==> src/rtl/mem_bus_arbiter_pkg.sv <==
// Shared definitions for the memory bus arbiter: FSM encoding, port ids,
// wait-counter width and the latched transaction descriptor.
package mem_bus_arbiter_pkg;

  localparam int WAIT_W = 4;

  localparam logic [0:0] STATE_IDLE   = 1'b0;
  localparam logic [0:0] STATE_ACCESS = 1'b1;

  localparam logic PORT_FETCH = 1'b0;
  localparam logic PORT_DATA  = 1'b1;

  typedef logic [WAIT_W-1:0] wait_t;

  // Everything the FSM needs to remember about the granted access.
  typedef struct packed {
    logic port;
    logic we;
    logic rom;
  } xact_t;

  // Truncate a wait-state parameter to the counter width; writes need at
  // least one WE_bar-low cycle, so they can force a minimum of one.
  function automatic wait_t to_wait(input int cycles, input bit at_least_one);
    wait_t w;
    w = cycles[WAIT_W-1:0];
    if (at_least_one && (w == '0)) begin
      w = wait_t'(1);
    end
    return w;
  endfunction

endpackage

==> src/rtl/mem_bus_arbiter_if.sv <==
// Requester-side handshakes plus the external memory bus of the arbiter.
// slave: the arbiter's view; master: the requesters and memory around it.
interface mem_bus_arbiter_if;

  logic        f_req;
  logic [15:0] f_addr;
  logic        f_ack;

  logic        d_req;
  logic [15:0] d_addr;
  logic        d_we;
  logic [7:0]  d_wdata;
  logic        d_ack;

  logic [7:0]  rdata;
  logic        rom_wr_err;
  logic        busy;

  logic [15:0] mem_addr;
  logic [7:0]  mem_wdata;
  logic        mem_drive_bar;
  logic        mem_oe_bar;
  logic        mem_we_bar;
  logic [7:0]  mem_rdata;

  modport slave (
    input  f_req, f_addr, d_req, d_addr, d_we, d_wdata, mem_rdata,
    output f_ack, d_ack, rdata, rom_wr_err, busy,
           mem_addr, mem_wdata, mem_drive_bar, mem_oe_bar, mem_we_bar
  );

  modport master (
    output f_req, f_addr, d_req, d_addr, d_we, d_wdata, mem_rdata,
    input  f_ack, d_ack, rdata, rom_wr_err, busy,
           mem_addr, mem_wdata, mem_drive_bar, mem_oe_bar, mem_we_bar
  );

endinterface

==> src/rtl/mem_bus_arbiter_wait_counter.sv <==
// mem_wait_counter: loadable 4-bit down-counter with a zero flag; it holds
// at zero rather than wrapping.
module mem_wait_counter
  import mem_bus_arbiter_pkg::*;
(
  input  logic  clk,
  input  logic  rst,
  input  logic  load,
  input  wait_t load_val,
  input  logic  dec,
  output wait_t count,
  output logic  zero
);

  wait_t count_reg, count_next;

  always_comb begin
    count_next = count_reg;
    if (load) begin
      count_next = load_val;
    end else if (dec && (count_reg != '0)) begin
      count_next = count_reg - wait_t'(1);
    end
  end

  always_ff @(posedge clk or posedge rst) begin
    if (rst) begin
      count_reg <= '0;
    end else begin
      count_reg <= count_next;
    end
  end

  assign count = count_reg;
  assign zero  = (count_reg == '0);

endmodule

==> src/rtl/mem_bus_arbiter.sv <==
// Shares one memory bus between the fetch and data ports with per-region wait
// states. Optional MEM_ARB_ROUND_ROBIN_EN replaces fixed data-first priority.
module mem_bus_arbiter
  import mem_bus_arbiter_pkg::*;
#(
  parameter logic [15:0] RAM_BASE       = 16'h8000,
  parameter int          ROM_WAIT       = 1,
  parameter int          RAM_READ_WAIT  = 1,
  parameter int          RAM_WRITE_WAIT = 2
) (
  input  logic              clk,
  input  logic              rst,
  mem_bus_arbiter_if.slave  bus
);

  localparam wait_t ROM_W    = to_wait(ROM_WAIT, 1'b0);
  localparam wait_t RAM_RD_W = to_wait(RAM_READ_WAIT, 1'b0);
  localparam wait_t RAM_WR_W = to_wait(RAM_WRITE_WAIT, 1'b1);

  logic [0:0]  state_reg, state_next;
  xact_t       xact_reg;
  logic [15:0] mem_addr_reg;
  logic [7:0]  mem_wdata_reg;
  logic        mem_drive_bar_reg;
  logic        mem_oe_bar_reg;
  logic        mem_we_bar_reg;
  logic [7:0]  rdata_reg;
  logic        rom_wr_err_reg;
  logic [1:0]  ack_reg;

  logic        grant_data;
  logic        any_req;
  logic [15:0] sel_addr;
  logic        sel_we;
  logic        sel_rom;
  wait_t       load_val;
  wait_t       wait_count;
  logic        wait_zero;
  logic        start;
  logic        finish;

  assign any_req = bus.f_req | bus.d_req;
  assign start   = (state_reg == STATE_IDLE) && any_req;
  assign finish  = (state_reg == STATE_ACCESS) && wait_zero;

`ifdef MEM_ARB_ROUND_ROBIN_EN
  logic last_grant_reg;

  // On a collision the port that did not win last time goes first.
  always_comb begin
    if (bus.d_req && bus.f_req) begin
      grant_data = (last_grant_reg == PORT_FETCH);
    end else begin
      grant_data = bus.d_req;
    end
  end

  always_ff @(posedge clk or posedge rst) begin
    if (rst) begin
      last_grant_reg <= PORT_FETCH;
    end else if (start) begin
      last_grant_reg <= grant_data ? PORT_DATA : PORT_FETCH;
    end
  end
`else
  assign grant_data = bus.d_req;
`endif

  assign sel_addr = grant_data ? bus.d_addr : bus.f_addr;
  assign sel_we   = grant_data & bus.d_we;
  assign sel_rom  = (sel_addr < RAM_BASE);

  always_comb begin
    load_val = RAM_RD_W;
    if (sel_rom) begin
      load_val = ROM_W;
    end else if (sel_we) begin
      load_val = RAM_WR_W;
    end
  end

  mem_wait_counter u_wait (
    .clk      (clk),
    .rst      (rst),
    .load     (start),
    .load_val (load_val),
    .dec      ((state_reg == STATE_ACCESS) && !wait_zero),
    .count    (wait_count),
    .zero     (wait_zero)
  );

  always_comb begin
    state_next = state_reg;
    case (state_reg)
      STATE_IDLE:   if (start)  state_next = STATE_ACCESS;
      STATE_ACCESS: if (finish) state_next = STATE_IDLE;
      default:      state_next = STATE_IDLE;
    endcase
  end

  always_ff @(posedge clk or posedge rst) begin
    if (rst) begin
      state_reg         <= STATE_IDLE;
      xact_reg          <= '0;
      mem_addr_reg      <= 16'h0000;
      mem_wdata_reg     <= 8'h00;
      mem_drive_bar_reg <= 1'b1;
      mem_oe_bar_reg    <= 1'b1;
      mem_we_bar_reg    <= 1'b1;
      rdata_reg         <= 8'h00;
      rom_wr_err_reg    <= 1'b0;
      ack_reg           <= 2'b00;
    end else begin
      state_reg      <= state_next;
      rom_wr_err_reg <= finish && xact_reg.we && xact_reg.rom;
      ack_reg        <= finish ? (xact_reg.port ? 2'b10 : 2'b01) : 2'b00;

      if (start) begin
        xact_reg     <= '{port: grant_data, we: sel_we, rom: sel_rom};
        mem_addr_reg <= sel_addr;
        if (grant_data) begin
          mem_wdata_reg <= bus.d_wdata;
        end
        // A ROM write runs its wait states with the memory untouched.
        mem_oe_bar_reg    <= sel_we;
        mem_drive_bar_reg <= !(sel_we && !sel_rom);
        mem_we_bar_reg    <= !(sel_we && !sel_rom);
      end else if (finish) begin
        mem_oe_bar_reg    <= 1'b1;
        mem_drive_bar_reg <= 1'b1;
        mem_we_bar_reg    <= 1'b1;
        if (!xact_reg.we) begin
          rdata_reg <= bus.mem_rdata;
        end
      end else if ((state_reg == STATE_ACCESS) && (wait_count == wait_t'(1))) begin
        // Release WE_bar one cycle early so the data is held past the strobe.
        mem_we_bar_reg <= 1'b1;
      end
    end
  end

  assign bus.busy          = (state_reg == STATE_ACCESS);
  assign bus.f_ack         = ack_reg[PORT_FETCH];
  assign bus.d_ack         = ack_reg[PORT_DATA];
  assign bus.rom_wr_err    = rom_wr_err_reg;
  assign bus.rdata         = rdata_reg;
  assign bus.mem_addr      = mem_addr_reg;
  assign bus.mem_wdata     = mem_wdata_reg;
  assign bus.mem_drive_bar = mem_drive_bar_reg;
  assign bus.mem_oe_bar    = mem_oe_bar_reg;
  assign bus.mem_we_bar    = mem_we_bar_reg;

endmodule

==> src/flat_wrapper.sv <==
// flat-port wrapper written by rule: the top's interface ports become plain ports
module mem_bus_arbiter_flat import mem_bus_arbiter_pkg::*;
#(
  parameter logic [15:0] RAM_BASE       = 16'h8000,
  parameter int          ROM_WAIT       = 1,
  parameter int          RAM_READ_WAIT  = 1,
  parameter int          RAM_WRITE_WAIT = 2
)
  (clk, rst, bus_f_req, bus_f_addr, bus_d_req, bus_d_addr, bus_d_we, bus_d_wdata, bus_mem_rdata, bus_f_ack, bus_d_ack, bus_rdata, bus_rom_wr_err, bus_busy, bus_mem_addr, bus_mem_wdata, bus_mem_drive_bar, bus_mem_oe_bar, bus_mem_we_bar);
  mem_bus_arbiter_if bus_i ();
  input  logic clk;
  input  logic rst;
  input wire logic [$bits(bus_i.f_req)-1:0] bus_f_req;
  input wire logic [$bits(bus_i.f_addr)-1:0] bus_f_addr;
  input wire logic [$bits(bus_i.d_req)-1:0] bus_d_req;
  input wire logic [$bits(bus_i.d_addr)-1:0] bus_d_addr;
  input wire logic [$bits(bus_i.d_we)-1:0] bus_d_we;
  input wire logic [$bits(bus_i.d_wdata)-1:0] bus_d_wdata;
  input wire logic [$bits(bus_i.mem_rdata)-1:0] bus_mem_rdata;
  output wire logic [$bits(bus_i.f_ack)-1:0] bus_f_ack;
  output wire logic [$bits(bus_i.d_ack)-1:0] bus_d_ack;
  output wire logic [$bits(bus_i.rdata)-1:0] bus_rdata;
  output wire logic [$bits(bus_i.rom_wr_err)-1:0] bus_rom_wr_err;
  output wire logic [$bits(bus_i.busy)-1:0] bus_busy;
  output wire logic [$bits(bus_i.mem_addr)-1:0] bus_mem_addr;
  output wire logic [$bits(bus_i.mem_wdata)-1:0] bus_mem_wdata;
  output wire logic [$bits(bus_i.mem_drive_bar)-1:0] bus_mem_drive_bar;
  output wire logic [$bits(bus_i.mem_oe_bar)-1:0] bus_mem_oe_bar;
  output wire logic [$bits(bus_i.mem_we_bar)-1:0] bus_mem_we_bar;
  assign bus_i.f_req = bus_f_req;
  assign bus_i.f_addr = bus_f_addr;
  assign bus_i.d_req = bus_d_req;
  assign bus_i.d_addr = bus_d_addr;
  assign bus_i.d_we = bus_d_we;
  assign bus_i.d_wdata = bus_d_wdata;
  assign bus_i.mem_rdata = bus_mem_rdata;
  assign bus_f_ack = bus_i.f_ack;
  assign bus_d_ack = bus_i.d_ack;
  assign bus_rdata = bus_i.rdata;
  assign bus_rom_wr_err = bus_i.rom_wr_err;
  assign bus_busy = bus_i.busy;
  assign bus_mem_addr = bus_i.mem_addr;
  assign bus_mem_wdata = bus_i.mem_wdata;
  assign bus_mem_drive_bar = bus_i.mem_drive_bar;
  assign bus_mem_oe_bar = bus_i.mem_oe_bar;
  assign bus_mem_we_bar = bus_i.mem_we_bar;
  mem_bus_arbiter #(.RAM_BASE(RAM_BASE), .ROM_WAIT(ROM_WAIT), .RAM_READ_WAIT(RAM_READ_WAIT), .RAM_WRITE_WAIT(RAM_WRITE_WAIT)) u_core (.clk(clk), .rst(rst), .bus(bus_i));
endmodule
==> config.mk <==
export PLATFORM = sky130hd
export DESIGN_NAME = mem_bus_arbiter_flat
export DESIGN_NICKNAME = d
export VERILOG_FILES = /design/src/rtl/mem_bus_arbiter_pkg.sv /design/src/rtl/mem_bus_arbiter_if.sv /design/src/rtl/mem_bus_arbiter_wait_counter.sv /design/src/rtl/mem_bus_arbiter.sv /design/src/flat_wrapper.sv
export SDC_FILE = /design/constraint.sdc
export NUM_CORES = 1
export LEC_CHECK = 0
export CELL_PAD_IN_SITES_DETAIL_PLACEMENT = 0
export CELL_PAD_IN_SITES_GLOBAL_PLACEMENT = 1
export CORE_MARGIN = 2
export CORE_UTILIZATION = 29
export CTS_CLUSTER_DIAMETER = 50
export DETAILED_ROUTE_END_ITERATION = 8
export GPL_TIMING_DRIVEN = 0
export PLACE_DENSITY = 0.82
export SYNTH_ARGS = -nofsm -noshare
export SYNTH_HDL_FRONTEND = slang
export SYNTH_SLANG_ARGS = --single-unit
==> constraint.sdc <==
create_clock -name clk -period 4.35 [get_ports clk]
set_clock_uncertainty 0.15 [all_clocks]
set_input_delay 1.305 -clock clk [delete_from_list [all_inputs] [get_ports clk]]
set_output_delay 1.305 -clock clk [all_outputs]
set_load 0.02 [all_outputs]
; ---- Word-level counts from Yosys, hierarchy flattened
; Cells that the tools add are included.
[totals]
regBits = 46
output_inout_bits = 39
[op_classes]
addsub = 1
order_cmp = 1
n_eq_ne = 1
n_mux = 16
n_bitwise = 5
n_reduce_logical = 18
[ops]
columns = cell, count
row1 = "16-bit less-than comparator, second input constant", 1
row2 = 16-bit 2-to-1 mux, 1
row3 = 1-bit logical AND, 8
row4 = 1-bit 2-to-1 mux, 8
row5 = 2-bit 2-to-1 mux, 4
row6 = 4-bit 2-to-1 mux, 2
row7 = "4-bit by 1-bit == test with 1-bit output, second input constant", 1
row8 = 4-bit logical NOT, 1
row9 = 2-bit nonzero test, 2
row10 = 4-bit nonzero test, 1
row11 = "4-bit by 1-bit subtractor with 4-bit output, second input constant", 1
row12 = 1-bit logical NOT, 3
row13 = 1-bit inverter, 3
row14 = 3-bit AND reduction, 1
row15 = 3-bit nonzero test, 1
row16 = 1-bit one-hot mux with 2 select lines, 1
row17 = 2-bit AND reduction, 1
row18 = 1-bit AND, 1
row19 = 1-bit OR, 1

; ---- Depth between registers and ports, before layout
[depth]
word_depth = 6
depth_mapped = 6
mapped_depth_nobuf = 5

; ---- By module
; A second synthesis with hierarchy kept.
[hier_totals]
cells_unflattened = 168
area_unflattened_um2 = 2014.4
[by_module_without_submodules]
columns = mod, n_inst, cells_each, area_each_um2, seq_area_each_um2
row1 = mem_bus_arbiter, 1, 140, 1752.9, 1054.8
row2 = mem_wait_counter, 1, 28, 261.5, 100.1

; ---- Least setup slack after synthesis
; Ideal clock, no wire load.
[synth_path]
path_kind = input port to flip-flop
start = input port bus_d_req
end = register u_core.u_wait.count_reg[0] (netlist: u_core.u_wait.count[0])
arrival_time_ps = 1937
t_required_ps = 4101
slack_ps = 2163
stages = 4
cell_sequence = nor2b_1 -> buf_6 -> and3_4 -> a311oi_1
[synth_via]
elab_chain_cells = 4
word_cells_on_any_way = 9
cone_classes = 1 x order compare / 4 x mux / 2 x bitwise / 2 x reduce/logical
[synth_lines]
columns = item, line
row1 = start: declaration, flat_wrapper.sv:15  ; input wire logic [$bits(bus_i.d_req)-1:0] bus_d_req;
row2 = 16-bit 2-to-1 mux or 1-bit AND (tied branches), "mem_bus_arbiter.sv:69, mem_bus_arbiter.sv:70"
row3 = 16-bit less-than comparator or 2-bit 2-to-1 mux (tied branches), "mem_bus_arbiter.sv:71, mem_bus_arbiter.sv:77"
row4 = 2-bit 2-to-1 mux, mem_bus_arbiter.sv:75  ; if (sel_rom) begin
row5 = 4-bit 2-to-1 mux, mem_bus_arbiter_wait_counter.sv:19  ; if (load) begin
row6 = end signal: assignment, mem_bus_arbiter_wait_counter.sv:30  ; count_reg <= count_next;
row7 = end: declaration, mem_bus_arbiter_wait_counter.sv:15  ; wait_t count_reg, count_next;
; Several ways; a longest one is shown, not always the timed one.
; A chain may end at the register's enable or synchronous reset.

; ---- Worst setup path after layout
[layout_path]
start = register u_core.mem_we_bar_reg (netlist: u_core.bus.mem_we_bar)
end = output port bus_mem_we_bar
[layout_rtl]
columns = item, line
row1 = start: declaration, mem_bus_arbiter.sv:26  ; logic mem_we_bar_reg;
row2 = start signal: assignment, mem_bus_arbiter.sv:127  ; mem_we_bar_reg <= !(sel_we && !sel_rom);
row3 = end: declaration, flat_wrapper.sv:29  ; output wire logic [$bits(bus_i.mem_we_bar)-1:0] bus_mem_we_bar;
; No word-level cell between the ends.

==> results.yml <==
routing:
  wirelength_um: 4512
  drt-wirelength-per-cell_um: 12.53
  drt_iter0_markers: 18
  drcViolationCount: 0
  ant_nets: 0
  vias_per_cell: 4.314
  dr.pass1.iters: 4
  vias: 1553
sta:
  finalCritPeriodShare: 0.6662
  finalSetupTns_ns: 0
  final_max_slew_viol_count: 0
  rsz0062_at_grt: "no"
  finalHoldViolations: 0
  tightest_slew_ns: 0.4015
  slew_headroom: 0.7323
  max_freq_mhz: 345.1
  setup_viol: 0
  layout_min_cycle_time_ns: 2.898
cts:
  cts_made_buffers: 5
  cts_max_level: 2
  cts_setup_buffers: 0
  cts_root_buf: "clkbuf_8"
  clockBufferDepth: 2
  clk_pin_slew_ns: 0.08
  clock_sinks: 46
  cts_hold_buf: 0
  cts_tree: "done"
  insertion_delay_ns: 0.29
  ctsResizeCount: 0
hold_path:
  hold_class: "flip-flop to flip-flop"
worst_setup_path:
  path_max_fanout: 2
  worstPathArrival_ns: 1.44
  cpMaxStageDelayCell: "clkdlybuf4s50_1"
  cp_top_family: "buffers and inverters"
  slowest_delay_ns: 0.61
  end_kind: "output port"
  start_kind: "flip-flop"
  worstPathRequired_ns: 2.89
  path_buf_inv: 1
  crit_chain: "clkdlybuf4s50_1"
  crit_type: "flip-flop to output port"
logic_synthesis:
  yosysSeqAreaShare: 0.5625
  syn_area_per_cell_um2: 12.52
  synth_top_area_frac: 0.5241
  yosys.area.top_type: "dfrtp_1"
  synth_edf_count: 0
  synth-async-reset-ratio: 1.000
  synth_warnings: 0
  synth_common_cells: "43 x dfrtp_1, 24 x nand2_1, 16 x mux2i_1, 12 x o21ai_0"
  netlist_top_cells_area: "dfrtp_1 52%, mux2i_1 7.8%, mux2_4 5.9%, mux2_2 4.4%, nand2_1 4.4%"
  ys_ff_latch: 46
  syn_area_mm2: 0.002053
  synth_nets: 219
  synth.most_common_cell: "dfrtp_1"
  ys_types: 34
  netlist_instances: 164
  synth_top_flop_cell: "dfrtp_1"
floorplan:
  io_pins: 92
  num_rows: 30
  dieArea_mm2: 0.007770
  core_mm2: 0.006832
  die_h_um: 88.15
  start_util: 0.3005
  die_x_um: 88.15
finish:
  largest_register_ffs: 16
  fin_nets: 318
  drive_above_1_share: 0.1591
  diodes: 0
  fillers: 659
  final_area_mm2: 0.003199
  areaGrowthSynthToFinish_pct: 55.82
placed_design:
  placed_area_mm2: 0.003104
  dp_hpwl_um: 3445
  gp_congestion: 0.7468
  portBuffers: 91
global_routing:
  grt_max_degree: 33
  grt_pass1_wl_um: 7038
  first_global_vias: 1545
  grt_antenna_before_repair: 0
  grt_busiest_layer: "met2"
  grt-ovfl-total: 0
  met3_usage: 0.05090
  grtUsageMet1: 0.1416
  grt_usage: 0.1171
  grt.met2_usage: 0.1997
pwr:
  power_density_mw_per_mm2: 663.8
  power_frac_seq: 0.356
  p_sw_uw: 769.8
  swShare: 0.3624
  pwr-share-comb: 0.519
  peakVddDrop_uv: 238.9
  leakagePower_nw: 1.396
  clockPowerShare: 0.126
  internal_power_mw: 1.354
status:
  status: "completed"
flow_run:
  maxCapViolCount: 0
## per-layer routing
metal  part of all wire  wire length, um
met5                  0                0
met4                  0                0
met3              0.096              433
met2               0.47             2106
met1               0.44             1973
## power by group through the flow
stage,logic [mW],clock network (mW),registers (mW)
after floorplan,0.420,0,0.968
after global placement,1.10,0,0.759
after detailed placement,1.12,0,0.765
after CTS,1.12,0.279,0.758
after global routing,1.20,0.299,0.783
final,1.10,0.267,0.756
## path summary, 6_finish.rpt
path	from	end	slack, ns	cells past startpoint
max	u_core.bus.mem_we_bar	bus_mem_we_bar	1.45	1
min	u_core.xact_reg[2]	u_core.ack_reg[0]	0.31	1
max reg2reg	u_core.u_wait.count[0]	u_core.bus.rdata[0]	2.55	6
min reg2reg	u_core.xact_reg[2]	u_core.ack_reg[0]	0.31	1
max in group asynchronous	rst	u_core.bus.mem_oe_bar	2.37	3
min in group asynchronous	rst	u_core.bus.rdata[4]	1.14	2
## area by class of cell
cell class | instances | area, um2 | share of cell area
Multi-Input combinational cell | 105 | 789.5 | 0.2468
Timing Repair Buffer | 92 | 930.9 | 0.2910
Clock buffer | 6 | 82.58 | 0.02581
Inverter | 4 | 15.01 | 0.004693
Clock inverter | 2 | 12.51 | 0.003911
Buffer | 9 | 93.84 | 0.02933
Tap cell | 96 | 120.1 | 0.03754
Sequential cell | 46 | 1155 | 0.3610
## through the flow
stage	hold slack, ns	setup slack [ns]	utilization	cells	power [mW]
2_1_floorplan	0.2752	1.812	-	164	1.388
3_3_place_gp	0.2929	0.8602	0.4515	351	1.858
3_5_place_dp	0.2986	1.453	0.4544	352	1.884
4_1_cts	0.3109	1.442	0.4683	360	2.158
5_1_grt	0.3305	1.398	0.4683	360	2.281
6_report	0.3090	1.452	0.4683	360	2.124
## kinds of logic (layout without fill, tap and decap cells)
logic type | Yosys count | count (layout) | share of synthesized area
AO/OA/AOI/OAI | 30 | 30 | 0.09019
adder cells (fa/ha/maj) | 2 | 2 | 0.01219
buffers and inverters | 13 | 113 | 0.05301
flip-flops | 46 | 46 | 0.5625
multiplexers | 32 | 32 | 0.1804
AND/OR/NAND/NOR | 41 | 41 | 0.1018
## cell usage in the layout, fill, tap and decap left out, types with 2 or more instances in the layout
cell type and instances:
inv_1 3, o21ai_1 4, dfrtp_1 43, ha_1 2
buf_6 6, nor2b_1 2, o21ai_0 12, mux2i_1 16
clkbuf_8 6, mux2_2 8, nor2_1 6, clkdlybuf4s50_1 91
mux2_4 8, dfstp_2 3, a31oi_1 3, a21oi_1 3
nand2_1 24, a311oi_1 2
Note: power is estimated with default switching activity, not from simulation.
